[config.mk]
export PLATFORM = sky130hd
export DESIGN_NAME = spi_xfer_ctrl
export DESIGN_NICKNAME = d
export VERILOG_FILES = /design/src/rtl/spi_ctrl_pkg.sv /design/src/rtl/spi_dly_cnt.sv /design/src/rtl/spi_xfer_ctrl.sv
export SDC_FILE = /design/constraint.sdc
export NUM_CORES = 1
export LEC_CHECK = 0
export ABC_AREA = 1
export CAP_MARGIN = 20
export CORE_ASPECT_RATIO = 1.75
export CORE_MARGIN = 2
export CORE_UTILIZATION = 53
export CTS_CLUSTER_SIZE = 10
export DETAILED_ROUTE_END_ITERATION = 12
export PLACE_DENSITY_LB_ADDON = 0.3
export RECOVER_POWER = 50
export SKIP_CTS_REPAIR_TIMING = 1
export SLEW_MARGIN = 10
export SYNTH_ARGS = -nofsm -noshare
export SYNTH_HDL_FRONTEND = slang
export SYNTH_SLANG_ARGS = --single-unit
[constraint.sdc]
create_clock -name S_SYSCLK -period 4.3 [get_ports S_SYSCLK]
set_clock_uncertainty 0.1 [all_clocks]
set_input_delay 0.86 -clock S_SYSCLK [delete_from_list [all_inputs] [get_ports S_SYSCLK]]
set_output_delay 0.86 -clock S_SYSCLK [all_outputs]
set_load 0.01 [all_outputs]
[src/rtl/spi_ctrl_pkg.sv]
`default_nettype none
// ============================================================================
//  Module   : spi_ctrl_pkg
//  Purpose  : Shared state encoding, default widths and helpers for the
//             SPI frame sequencer.
//  Revision : 1.0  initial release
// ============================================================================
package spi_ctrl_pkg;

  // Default widths used when the sequencer is instantiated without overrides
  localparam int DEF_NCS           = 4;
  localparam int DEF_CHAR_LEN_MAX  = 16;
  localparam int DEF_TRANLEN_WIDTH = 16;
  localparam int DEF_CSDLY_WIDTH   = 4;

  // Frame sequencer state encoding
  localparam logic [2:0] ENC_IDLE     = 3'd0;
  localparam logic [2:0] ENC_CS_SETUP = 3'd1;
  localparam logic [2:0] ENC_LOAD     = 3'd2;
  localparam logic [2:0] ENC_RUN      = 3'd3;
  localparam logic [2:0] ENC_STORE    = 3'd4;
  localparam logic [2:0] ENC_CS_HOLD  = 3'd5;

  typedef enum logic [2:0] {
    ST_IDLE     = ENC_IDLE,
    ST_CS_SETUP = ENC_CS_SETUP,
    ST_LOAD     = ENC_LOAD,
    ST_RUN      = ENC_RUN,
    ST_STORE    = ENC_STORE,
    ST_CS_HOLD  = ENC_CS_HOLD
  } xfer_state_e;

  // Width of a chip-select index; a single chip select still needs one bit
  function automatic int cs_idx_width(input int ncs);
    return (ncs > 1) ? $clog2(ncs) : 1;
  endfunction

endpackage : spi_ctrl_pkg
`default_nettype wire

[src/rtl/spi_dly_cnt.sv]
`default_nettype none
// ============================================================================
//  Module   : spi_dly_cnt
//  Purpose  : Loadable down-counter with a zero flag, shared by the CS setup
//             and CS hold phases of the frame sequencer.
//  Revision : 1.0  initial release
// ============================================================================
module spi_dly_cnt #(
  parameter int WIDTH = 4
) (
  input  logic             clk_i,
  input  logic             rst_ni,
  input  logic             load_i,
  input  logic [WIDTH-1:0] load_val_i,
  input  logic             dec_i,
  output logic             zero_o
);

  logic [WIDTH-1:0] cnt_q;
  logic [WIDTH-1:0] cnt_d;

  // Load has priority; decrement saturates at zero
  always_comb begin
    cnt_d = cnt_q;
    if (load_i) begin
      cnt_d = load_val_i;
    end else if (dec_i && (cnt_q != '0)) begin
      cnt_d = cnt_q - WIDTH'(1);
    end
  end

  // Counter register with synchronous active-low reset
  always_ff @(posedge clk_i) begin
    if (!rst_ni) begin
      cnt_q <= '0;
    end else begin
      cnt_q <= cnt_d;
    end
  end

  assign zero_o = (cnt_q == '0);

endmodule : spi_dly_cnt
`default_nettype wire

[src/rtl/spi_xfer_ctrl.sv]
`default_nettype none
// ============================================================================
//  Module   : spi_xfer_ctrl
//  Purpose  : Frame-level sequencer for the SPI single-character engine.
//             Accepts a transfer command, asserts the chip select, feeds TX
//             characters from a fall-through FIFO into the engine, pushes the
//             received characters into the RX FIFO, then releases CS and
//             pulses a done flag. All outputs are registered.
//  Revision : 1.0  initial release
// ============================================================================
module spi_xfer_ctrl
  import spi_ctrl_pkg::*;
#(
  parameter  int NCS           = DEF_NCS,
  parameter  int CHAR_LEN_MAX  = DEF_CHAR_LEN_MAX,
  parameter  int TRANLEN_WIDTH = DEF_TRANLEN_WIDTH,
  parameter  int CSDLY_WIDTH   = DEF_CSDLY_WIDTH,
  localparam int CSW           = cs_idx_width(NCS)
) (
  input  logic                     S_SYSCLK,
  input  logic                     S_RESETN,
  input  logic                     S_ENABLE,
  input  logic                     S_CMD_VALID,
  output logic                     S_CMD_READY,
  input  logic [CSW-1:0]           S_CMD_CS,
  input  logic [TRANLEN_WIDTH-1:0] S_CMD_TRANLEN,
  input  logic [CSDLY_WIDTH-1:0]   S_CMD_CSBEF,
  input  logic [CSDLY_WIDTH-1:0]   S_CMD_CSAFT,
  input  logic                     S_TX_EMPTY,
  input  logic [CHAR_LEN_MAX-1:0]  S_TX_DATA,
  output logic                     S_TX_RD,
  input  logic                     S_RX_FULL,
  output logic                     S_RX_WR,
  output logic [CHAR_LEN_MAX-1:0]  S_RX_DATA,
  output logic                     S_CHAR_GO,
  input  logic                     S_CHAR_DONE,
  output logic [CHAR_LEN_MAX-1:0]  S_WCHAR,
  input  logic [CHAR_LEN_MAX-1:0]  S_RCHAR,
  output logic [NCS-1:0]           S_SPI_CS_B,
  output logic                     S_BUSY,
  output logic                     S_XFER_DONE
);

  xfer_state_e              state_q, state_d;
  logic [NCS-1:0]           cs_b_q, cs_b_d;
  logic [TRANLEN_WIDTH-1:0] tranlen_q, tranlen_d;
  logic [TRANLEN_WIDTH-1:0] cnt_q, cnt_d;
  logic [CSDLY_WIDTH-1:0]   csaft_q, csaft_d;
  logic [CHAR_LEN_MAX-1:0]  wchar_q, wchar_d;
  logic [CHAR_LEN_MAX-1:0]  rx_data_q, rx_data_d;
  logic                     go_q, go_d;
  logic                     tx_rd_q, tx_rd_d;
  logic                     rx_wr_q, rx_wr_d;
  logic                     done_q, done_d;
  logic                     busy_q, busy_d;
  logic                     ready_q, ready_d;

  logic                     dly_load;
  logic [CSDLY_WIDTH-1:0]   dly_val;
  logic                     dly_dec;
  logic                     dly_zero;
  logic [NCS-1:0]           cs_dec;
  logic                     cmd_accept;

  // One-hot decode of the command CS index; out-of-range indices select none
  for (genvar gi = 0; gi < NCS; gi++) begin : g_cs_dec
    assign cs_dec[gi] = (S_CMD_CS == CSW'(gi));
  end

  assign cmd_accept = S_ENABLE && S_CMD_VALID && ready_q && (state_q == ST_IDLE);

  // Single delay counter reused for both CS setup and CS hold
  spi_dly_cnt #(
    .WIDTH (CSDLY_WIDTH)
  ) u_dly (
    .clk_i      (S_SYSCLK),
    .rst_ni     (S_RESETN),
    .load_i     (dly_load),
    .load_val_i (dly_val),
    .dec_i      (dly_dec),
    .zero_o     (dly_zero)
  );

  // Next-state and next-output logic; abort via S_ENABLE overrides everything
  always_comb begin
    state_d   = state_q;
    cs_b_d    = cs_b_q;
    tranlen_d = tranlen_q;
    cnt_d     = cnt_q;
    csaft_d   = csaft_q;
    wchar_d   = wchar_q;
    rx_data_d = rx_data_q;
    go_d      = go_q;
    tx_rd_d   = 1'b0;
    rx_wr_d   = 1'b0;
    done_d    = 1'b0;
    dly_load  = 1'b0;
    dly_val   = '0;
    dly_dec   = 1'b0;

    case (state_q)
      ST_IDLE: begin
        if (cmd_accept) begin
          tranlen_d = S_CMD_TRANLEN;
          csaft_d   = S_CMD_CSAFT;
          cnt_d     = '0;
          cs_b_d    = ~cs_dec;
          dly_load  = 1'b1;
          dly_val   = S_CMD_CSBEF;
          state_d   = ST_CS_SETUP;
        end
      end

      // The first pop is issued on the edge that enters LOAD so the first
      // TX_RD lands CSBEF+1 cycles after the accept edge.
      ST_CS_SETUP: begin
        if (dly_zero) begin
          state_d = ST_LOAD;
          if (!S_TX_EMPTY) begin
            tx_rd_d = 1'b1;
            wchar_d = S_TX_DATA;
          end
        end else begin
          dly_dec = 1'b1;
        end
      end

      // A high tx_rd_q means the pop is in flight this cycle; start the engine
      ST_LOAD: begin
        if (tx_rd_q) begin
          go_d    = 1'b1;
          state_d = ST_RUN;
        end else if (!S_TX_EMPTY) begin
          tx_rd_d = 1'b1;
          wchar_d = S_TX_DATA;
        end
      end

      ST_RUN: begin
        if (S_CHAR_DONE) begin
          go_d      = 1'b0;
          rx_data_d = S_RCHAR;
          state_d   = ST_STORE;
        end
      end

      // Compare before increment so an all-ones TRANLEN never wraps
      ST_STORE: begin
        if (!S_RX_FULL) begin
          rx_wr_d = 1'b1;
          if (cnt_q == tranlen_q) begin
            dly_load = 1'b1;
            dly_val  = csaft_q;
            state_d  = ST_CS_HOLD;
          end else begin
            cnt_d   = cnt_q + TRANLEN_WIDTH'(1);
            state_d = ST_LOAD;
          end
        end
      end

      ST_CS_HOLD: begin
        if (dly_zero) begin
          cs_b_d  = '1;
          done_d  = 1'b1;
          state_d = ST_IDLE;
        end else begin
          dly_dec = 1'b1;
        end
      end

      default: begin
        cs_b_d  = '1;
        go_d    = 1'b0;
        state_d = ST_IDLE;
      end
    endcase

    if (!S_ENABLE) begin
      state_d  = ST_IDLE;
      cs_b_d   = '1;
      go_d     = 1'b0;
      tx_rd_d  = 1'b0;
      rx_wr_d  = 1'b0;
      done_d   = 1'b0;
      dly_load = 1'b0;
      dly_dec  = 1'b0;
    end

    busy_d  = (state_d != ST_IDLE);
    ready_d = S_ENABLE && (state_q == ST_IDLE) && (state_d == ST_IDLE);
  end

  // State and output registers with synchronous active-low reset
  always_ff @(posedge S_SYSCLK) begin
    if (!S_RESETN) begin
      state_q   <= ST_IDLE;
      cs_b_q    <= '1;
      tranlen_q <= '0;
      cnt_q     <= '0;
      csaft_q   <= '0;
      wchar_q   <= '0;
      rx_data_q <= '0;
      go_q      <= 1'b0;
      tx_rd_q   <= 1'b0;
      rx_wr_q   <= 1'b0;
      done_q    <= 1'b0;
      busy_q    <= 1'b0;
      ready_q   <= 1'b0;
    end else begin
      state_q   <= state_d;
      cs_b_q    <= cs_b_d;
      tranlen_q <= tranlen_d;
      cnt_q     <= cnt_d;
      csaft_q   <= csaft_d;
      wchar_q   <= wchar_d;
      rx_data_q <= rx_data_d;
      go_q      <= go_d;
      tx_rd_q   <= tx_rd_d;
      rx_wr_q   <= rx_wr_d;
      done_q    <= done_d;
      busy_q    <= busy_d;
      ready_q   <= ready_d;
    end
  end

  assign S_CMD_READY = ready_q;
  assign S_TX_RD     = tx_rd_q;
  assign S_RX_WR     = rx_wr_q;
  assign S_RX_DATA   = rx_data_q;
  assign S_CHAR_GO   = go_q;
  assign S_WCHAR     = wchar_q;
  assign S_SPI_CS_B  = cs_b_q;
  assign S_BUSY      = busy_q;
  assign S_XFER_DONE = done_q;

endmodule : spi_xfer_ctrl
`default_nettype wire

==> results of run 1 <==
## worst max-delay path, stage by stage
cell and delay, ns:
clkdlybuf4s50_1 0.57, nand3_1 0.14, nor2_1 0.05, buf_4 0.19
inv_2 0.47, o21ai_4 0.30, nand2_4 0.26, nand2_1 0.10
a21oi_1 0.16
## sequential cells by signal, indices dropped and copies added, names as in the netlist, 3 cells and up
| name | flops |
|---|---|
| S_RX_DATA | 16 |
| S_WCHAR | 16 |
| cnt_q | 16 |
| tranlen_q | 16 |
| S_SPI_CS_B | 4 |
| csaft_q | 4 |
| u_dly.cnt_q | 4 |
| state_q | 3 |
## Yosys cell counts (2+ instances only)
master / count / area (um2)
ha_1: 2 / 25.02
nand3_2: 2 / 20.02
o21ai_0: 56 / 280.3
a21oi_1: 20 / 100.1
or2_2: 2 / 12.51
clkbuf_1: 13 / 48.80
nand2_1: 92 / 345.3
nand3_1: 29 / 145.1
inv_2: 5 / 18.77
nor3b_1: 2 / 15.01
nor3_1: 4 / 20.02
dfxtp_1: 85 / 1702
buf_6: 6 / 67.56
inv_1: 36 / 135.1
nand4_1: 16 / 100.1
nand2_4: 2 / 22.52
a21oi_2: 3 / 26.28
nor2_1: 135 / 506.7
buf_2: 6 / 30.03
nand2_2: 5 / 31.28
nor2_8: 2 / 40.04
o211ai_1: 3 / 22.52
xnor2_1: 11 / 96.34
a211oi_1: 2 / 15.01
xor2_1: 14 / 122.6
## routing by layer
metal,GRT usage,part of all wire,vias to the layer above
met1,0.2770,0.39,1782
met2,0.4558,0.52,158
met3,0.04954,0.057,21
met5,0,0,-
met4,0.1274,0.028,0
li1,-,-,2003
## layout make-up
type / count / area, um2 / area share
tap: 88 / 110.1 / 0.02030
multi-input combinational: 411 / 2028 / 0.3740
timing repair buffer: 109 / 1084 / 0.1998
sequential: 85 / 1702 / 0.3138
clock inverter: 4 / 95.09 / 0.01754
inverter: 42 / 157.7 / 0.02907
clock buffer: 12 / 246.5 / 0.04545
## power groups by stage
stage               registers [mW]  clock network (mW)  logic [mW]
finish                       0.805               0.880       0.155
global route                 0.806               0.929       0.171
CTS                          0.805               0.890       0.157
detailed placement           0.822                   0       0.154
global placement             0.822                   0       0.152
floorplan                    0.823                   0      0.0737
## worst min path at each step
stage                                to  slack (ns)
final                     S_SPI_CS_B[1]        0.35
after global routing      S_SPI_CS_B[0]        0.38
after CTS                 S_SPI_CS_B[1]        0.36
after detailed placement  S_SPI_CS_B[1]        0.35
after global placement    S_SPI_CS_B[0]        0.34
after floorplan            tranlen_q[0]        0.34
## kinds of logic (layout without fill, tap and decap cells)
kind of cell               after synthesis  after routing
and+or+nand+nor                        297            297
DFF                                     85             85
xor gates and xnor gates                25             25
adders and majority gates                2              2
buffers and inverters                   70            167
AOI/OAI and AO/OA                       87             87
==> flow_summary.ini, run 1 <==
[run_status]
outcome = finished clean

[placed_design]
portBuffers = 106
place_congestion = 0.9430
placed_area_um2 = 5086
placed_cells = 735
place.detailed.hpwl_um = 7117
place_ws_ns = 1.015

[timing]
finalSetupViolCount = 0
fin_crit_sh = 0.6920
worst_pin_slew_ns = 0.6281
rsz0062_at_grt = false
finalHoldViolCount = 0
final_max_slew_viol_count = 0
setup_slack_ns = 1.324
maxClockFrequency_mhz = 336.0
relSlewSlack = 0.5787
setup_tns_ns = 0
timing.hold.ws_ns = 0.3532
min_period_ns = 2.976

[synth]
synth_edf_count = 0
syn_area_per_cell_um2 = 7.193
yosysWarnings = 0
netlist_instances = 566
synth_top_family_by_area = simple AND/OR/NAND/NOR gates
netlist-cell-type-count = 38
seq_area_frac_synth = 0.4179
synthSimpleGateAreaFrac = 0.3233
syn-num-nets = 633
synth.area.mux_share = 0
synth_compound_area_frac = 0.1162
synth_fa_ha_area_frac = 0.006146
ys_seq_elements = 85
synth_flop_cell = dfxtp_1
async_reset_ff_frac = 0
syn_area_um2 = 4071
synth_xor_xnor_area_share = 0.05378

[power]
power_density_nw_per_um2 = 339.3
sequentialPowerShare = 0.438
total_power_mw = 1.840
vdd_drop_max_v = 0.0002510
p_leak_nw = 2.318
p_switching_mw = 0.3781
switching_share = 0.2055
pwr-share-clk = 0.478
internal_power_mw = 1.462
p_comb_frac = 0.084

[hold_path]
holdCritPathClass = reg -> reg
hold_path.startpoint = S_SPI_CS_B[1]
hold_depth = 2

[floorplan]
start_util = 0.5418
num_io_pins = 107
die_w_um = 70.26
dieArea_um2 = 8427
coreArea_um2 = 7515
std_cell_rows = 42
die_h_um = 119.9

[cells_and_area]
area_growth_pct = 33.19
fin_cells = 751
num_antenna_cells = 0
final_cell_mix = nor2_1 (135), nand2_1 (92), dfxtp_1 (85), clkdlybuf4s50_1 (63), o21ai_0 (57)
final_common_cell = nor2_1
drive_above_1_share = 0.06033
final_area_um2 = 5423
post-route-util = 0.7216
final_nets = 725
fillCellCount = 651

[clocking]
insertion_delay_ns = 0.34
cts_tree = yes
cts_buffer_depth = 2
clock-sinks = 85
cts_made_buffers = 9
cts_max_level = 3
root_buffer = clkbuf_16
clk_pin_slew_ns = 0.06

[detailed_routing]
totalWireLength_um = 10190
wl_per_cell_um = 13.57
post-route-drc-count = 0
firstDrtPassIters = 4
vias = 3964
vias_per_cell = 5.278
first_iter_violations = 156
antenna_left = 0

[setup_path]
r2r_end = cnt_q[13]
critPathLaunchType = primary input
rr_startpoint = state_q[0]
cp_data_arrival_time_ns = 3.12
required_ns = 4.44
r2r_slack_ns = 1.91
crit_fanout = 36
endpoint = cnt_q[13]
cp-end-kind = flop
r2r_cells = 9
startpoint = S_ENABLE
worst-setup-path-type = in -> reg

[global_routing]
grt_pass1_vias = 3961
grt-ovfl-total = 0
grt_antenna_before_repair = 0
grtUsageTotal = 0.2536
grt_max_degree = 43
grt_pass1_wl_um = 17330

[run]
cap_violations = 0
Power figures use the tool's default switching activity.
==> run 2, diff against run 1 <==
CORE_UTILIZATION = 49   (was 53)
clock period = 3 ns   (was 4.3 ns; I/O delays follow)
==> run 2 against run 1 <==
Compared with the run above: setup slack lost 0.77 ns; clock-buffer cell count increased by 1; cell area shrank 0.74%; global-route usage decreased by 1.7 points; sequential cell count stayed put.
==> flow_summary.ini, run 2 (synthesized netlist as in run 1, its figures left out) <==
[placed_design]
place.detailed.hpwl_um = 7530
placed_area_um2 = 5106
portBuffers = 106
placed_cells = 741
place_congestion = 0.9060

[floorplan]
dieArea_um2 = 9083
num_io_pins = 107
coreArea_um2 = 8203
die_h_um = 124.6
std_cell_rows = 44
start_util = 0.4963
die_w_um = 72.91

[timing]
rsz0062_at_grt = false
maxClockFrequency_mhz = 409.5
timing.hold.ws_ns = 0.3694
worst_pin_slew_ns = 0.7179
final_max_slew_viol_count = 0
finalHoldViolCount = 0
relSlewSlack = 0.5214
fin_crit_sh = 0.8141
setup_tns_ns = 0
finalSetupViolCount = 0
min_period_ns = 2.442

[hold_path]
hold_path.startpoint = tranlen_q[0]
holdCritPathClass = reg -> reg

[cells_and_area]
final_nets = 727
fin_cells = 755
final_cell_mix = nor2_1 (135), nand2_1 (92), dfxtp_1 (85), clkdlybuf4s50_1 (62), o21ai_0 (56)
final_common_cell = nor2_1
drive_above_1_share = 0.06335
area_growth_pct = 32.21
num_antenna_cells = 0
final_area_um2 = 5383

[detailed_routing]
wl_per_cell_um = 13.63
vias = 3999
totalWireLength_um = 10290
antenna_left = 0
vias_per_cell = 5.297
first_iter_violations = 176
post-route-drc-count = 0
firstDrtPassIters = 4

[global_routing]
grtUsageTotal = 0.2367
grt_antenna_before_repair = 0
grt-ovfl-total = 0
grt_pass1_wl_um = 17150
grt_pass1_vias = 3896
grt_max_degree = 35

[power]
vdd_drop_max_v = 0.0003481
total_power_mw = 2.432
power_density_nw_per_um2 = 451.9
p_leak_nw = 2.297

[clocking]
insertion_delay_ns = 0.34
clk_pin_slew_ns = 0.06
cts_buffer_depth = 2
cts_made_buffers = 9
clock-sinks = 85
cts_tree = yes
root_buffer = clkbuf_16
cts_max_level = 3

[setup_path]
cp_data_arrival_time_ns = 2.58
cp-end-kind = flop
slowest_stage = dlygate4sd3_1
startpoint = S_RESETN
critPathLaunchType = primary input
worst-setup-path-type = in -> reg
rr_startpoint = state_q[0]
crit_fanout = 19
worst_path_largest_cell_delay_ns = 0.95
required_ns = 3.14
crit_chain = dlygate4sd3_1 > clkinv_1 > a21oi_1

[run_status]
outcome = finished clean

[run]
cap_violations = 0
## run 2: area by class of cell
cell class | count | area [um2]
Timing Repair Buffer | 111 | 1095
Tap cell | 92 | 115.1
Sequential cell | 85 | 1702
Clock inverter | 1 | 5.005
Fill cell | 732 | 2820
Clock buffer | 13 | 280.3
Inverter | 42 | 157.7
Multi-Input combinational cell | 411 | 2028
## run 2: power by group
group | switching (mW) | internal, mW | leakage (nW)
sequential | 0.00818 | 1.15 | 0.687
combinational | 0.108 | 0.116 | 1.47
clock | 0.414 | 0.640 | 0.144
## run 2: worst paths after layout
check | end | cells after the start | slack (ns)
worst max-delay path | cnt_q[3] | 3 | 0.56
worst min-delay path | tranlen_q[0] | 2 | 0.37
worst max register to register | cnt_q[12] | 8 | 0.78
worst min register to register | tranlen_q[0] | 2 | 0.37
## run 2: critical path, delay by kind of cell
family          cells  cell delay, ns
compound gates      1            0.33
buf+inv             2            1.65
## run 2: through the flow
stage	setup WS (ns)	util
after floorplan	1.339	-
after global placement	0.4517	0.6225
after detailed placement	0.3384	0.6225
after CTS	0.6848	0.6573
after global routing	0.3679	0.6562
final	0.5578	0.6562
## run 2: metal layers
| layer | wire [um] | share of wire | GRT usage | up-vias |
|---|---|---|---|---|
| met5 | 0 | 0 | 0 | - |
| met4 | 295 | 0.029 | 0.1068 | 0 |
| met3 | 682 | 0.066 | 0.05987 | 26 |
| met2 | 5390 | 0.52 | 0.4214 | 158 |
| met1 | 3919 | 0.38 | 0.2524 | 1810 |
| li1 | - | - | - | 2005 |
==> run 3, diff against run 2 <==
clock period = 2.55 ns   (was 3 ns; I/O delays follow)
==> run 3 against run 2 <==
Compared with the run above: register-to-register slack lost 0.42 ns; non-clock buffer count up 2; clock-buffer cell count shrank 4; sequential cell count is the same; cell count rose by 0.26%; power is 13% higher; clock power rose by 9%; global-route usage decreased by 0.38 points; sequential power up 18%; worst hold slack got worse by 0.00063 ns; die area unchanged; cell area fell by 0.35%; largest cell class unchanged.
==> flow_summary.ini, run 3 (synthesized netlist as in run 1, its figures left out) <==
[run_status]
outcome = finished clean

[setup_path]
startpoint = S_ENABLE
cp-end-kind = flop
cp_data_arrival_time_ns = 2.43
endpoint = S_BUSY
critPathLaunchType = primary input
rr_startpoint = state_q[0]
crit_fanout = 20
r2r_slack_ns = 0.36
r2r_cells = 8
required_ns = 2.74
r2r_end = cnt_q[1]
worst-setup-path-type = in -> reg

[timing]
rsz0062_at_grt = false
maxClockFrequency_mhz = 447.9
setup_slack_ns = 0.3175
min_period_ns = 2.233
fin_crit_sh = 0.8755
timing.hold.ws_ns = 0.3688
finalSetupViolCount = 0
finalHoldViolCount = 0
relSlewSlack = 0.4562
final_max_slew_viol_count = 0
setup_tns_ns = 0
worst_pin_slew_ns = 0.8157

[detailed_routing]
vias_per_cell = 5.215
first_iter_violations = 106
totalWireLength_um = 10140
vias = 3948
firstDrtPassIters = 4
wl_per_cell_um = 13.39
antenna_left = 0
post-route-drc-count = 0

[clocking]
clock-sinks = 85
cts_made_buffers = 9
cts_tree = yes
clk_pin_slew_ns = 0.06
cts_max_level = 3
root_buffer = clkbuf_16
insertion_delay_ns = 0.34
cts_buffer_depth = 2

[cells_and_area]
final_nets = 729
post-route-util = 0.6539
fin_cells = 757
fillCellCount = 749
multiInputGateArea_um2 = 2031
drive_above_1_share = 0.06316
area_growth_pct = 31.75
final_cell_mix = nor2_1 (136), nand2_1 (92), dfxtp_1 (85), clkdlybuf4s50_1 (81), o21ai_0 (56)
ff_latch_area_um2 = 1702
num_antenna_cells = 0
final_common_cell = nor2_1

[placed_design]
portBuffers = 106
place.detailed.hpwl_um = 7364
place_ws_ns = 0.3447
placed_cells = 743
place_congestion = 0.9178

[run]
cap_violations = 0

[floorplan]
coreArea_um2 = 8203
dieArea_um2 = 9083
std_cell_rows = 44
die_w_um = 72.91
num_io_pins = 107
die_h_um = 124.6
start_util = 0.4963

[global_routing]
grtUsageTotal = 0.2329
grt_pass1_vias = 3968
grt_max_degree = 37
grt-ovfl-total = 0
grt_pass1_wl_um = 16980
grt_antenna_before_repair = 0

[hold_path]
hold_path.startpoint = tranlen_q[10]
holdCritPathClass = reg -> reg

[power]
power_density_nw_per_um2 = 514.7
p_leak_nw = 2.226
vdd_drop_max_v = 0.0004303
-- run 3: changes by cell type in the layout (fill, tap and decap cells not counted), sizes merged --
cell	previous run	this run
clkdlybuf4s50	62	81
clkbuf	14	12
dlygate4sd3	44	25
clkinvlp	0	2
clkinv	2	4
-- run 3: report_power, final --
group,internal [mW],switching [mW],total (mW)
registers,1.35,0.00999,1.36
clock network,0.642,0.500,1.14
logic,0.137,0.124,0.261
-- run 3: final cells by class --
type	count	area share
Multi-Input combinational cell	411	0.3786
Clock buffer	9	0.04199
Sequential cell	85	0.3172
Inverter	42	0.02939
Timing Repair Buffer	113	0.2057
Clock inverter	5	0.005598
Tap cell	92	0.02146
-- run 3: worst max-delay path, stage by stage --
cell,delay (ns)
dlygate4sd3_1,0.55
nand3_1,0.07
nor2_1,0.14
clkbuf_1,0.64
nor4_1,0.13
nand2_1,0.10
nand2_1,0.06
nand3_1,0.12
nand2_1,0.06
inv_1,0.05
-- run 3: metrics by stage --
| stage | instance area, um2 | power, mW |
|---|---|---|
| floorplan | 4071 | 1.511 |
| global route | 5364 | 2.863 |
| global placement | 5121 | 1.646 |
| CTS | 5376 | 2.790 |
| detailed placement | 5121 | 1.651 |
| finish | 5364 | 2.761 |
-- run 3: how the worst min path moves through the flow --
stage                     cells after the start       endpoint  slack [ns]
final                                         2  tranlen_q[10]        0.37
after global routing                          2  tranlen_q[15]        0.40
after floorplan                               2   tranlen_q[0]        0.34
after detailed placement                      2  S_SPI_CS_B[2]        0.36
after global placement                        2  S_SPI_CS_B[0]        0.35
after CTS                                     2  tranlen_q[10]        0.37
-- run 3: per-layer routing --
layer / global-route usage / vias up / wire length [um]
li1: - / 2009 / -
met1: 0.2436 / 1794 / 3921
met2: 0.4294 / 128 / 5391
met3: 0.06230 / 17 / 581
met4: 0.08061 / 0 / 241
met5: 0 / - / 0
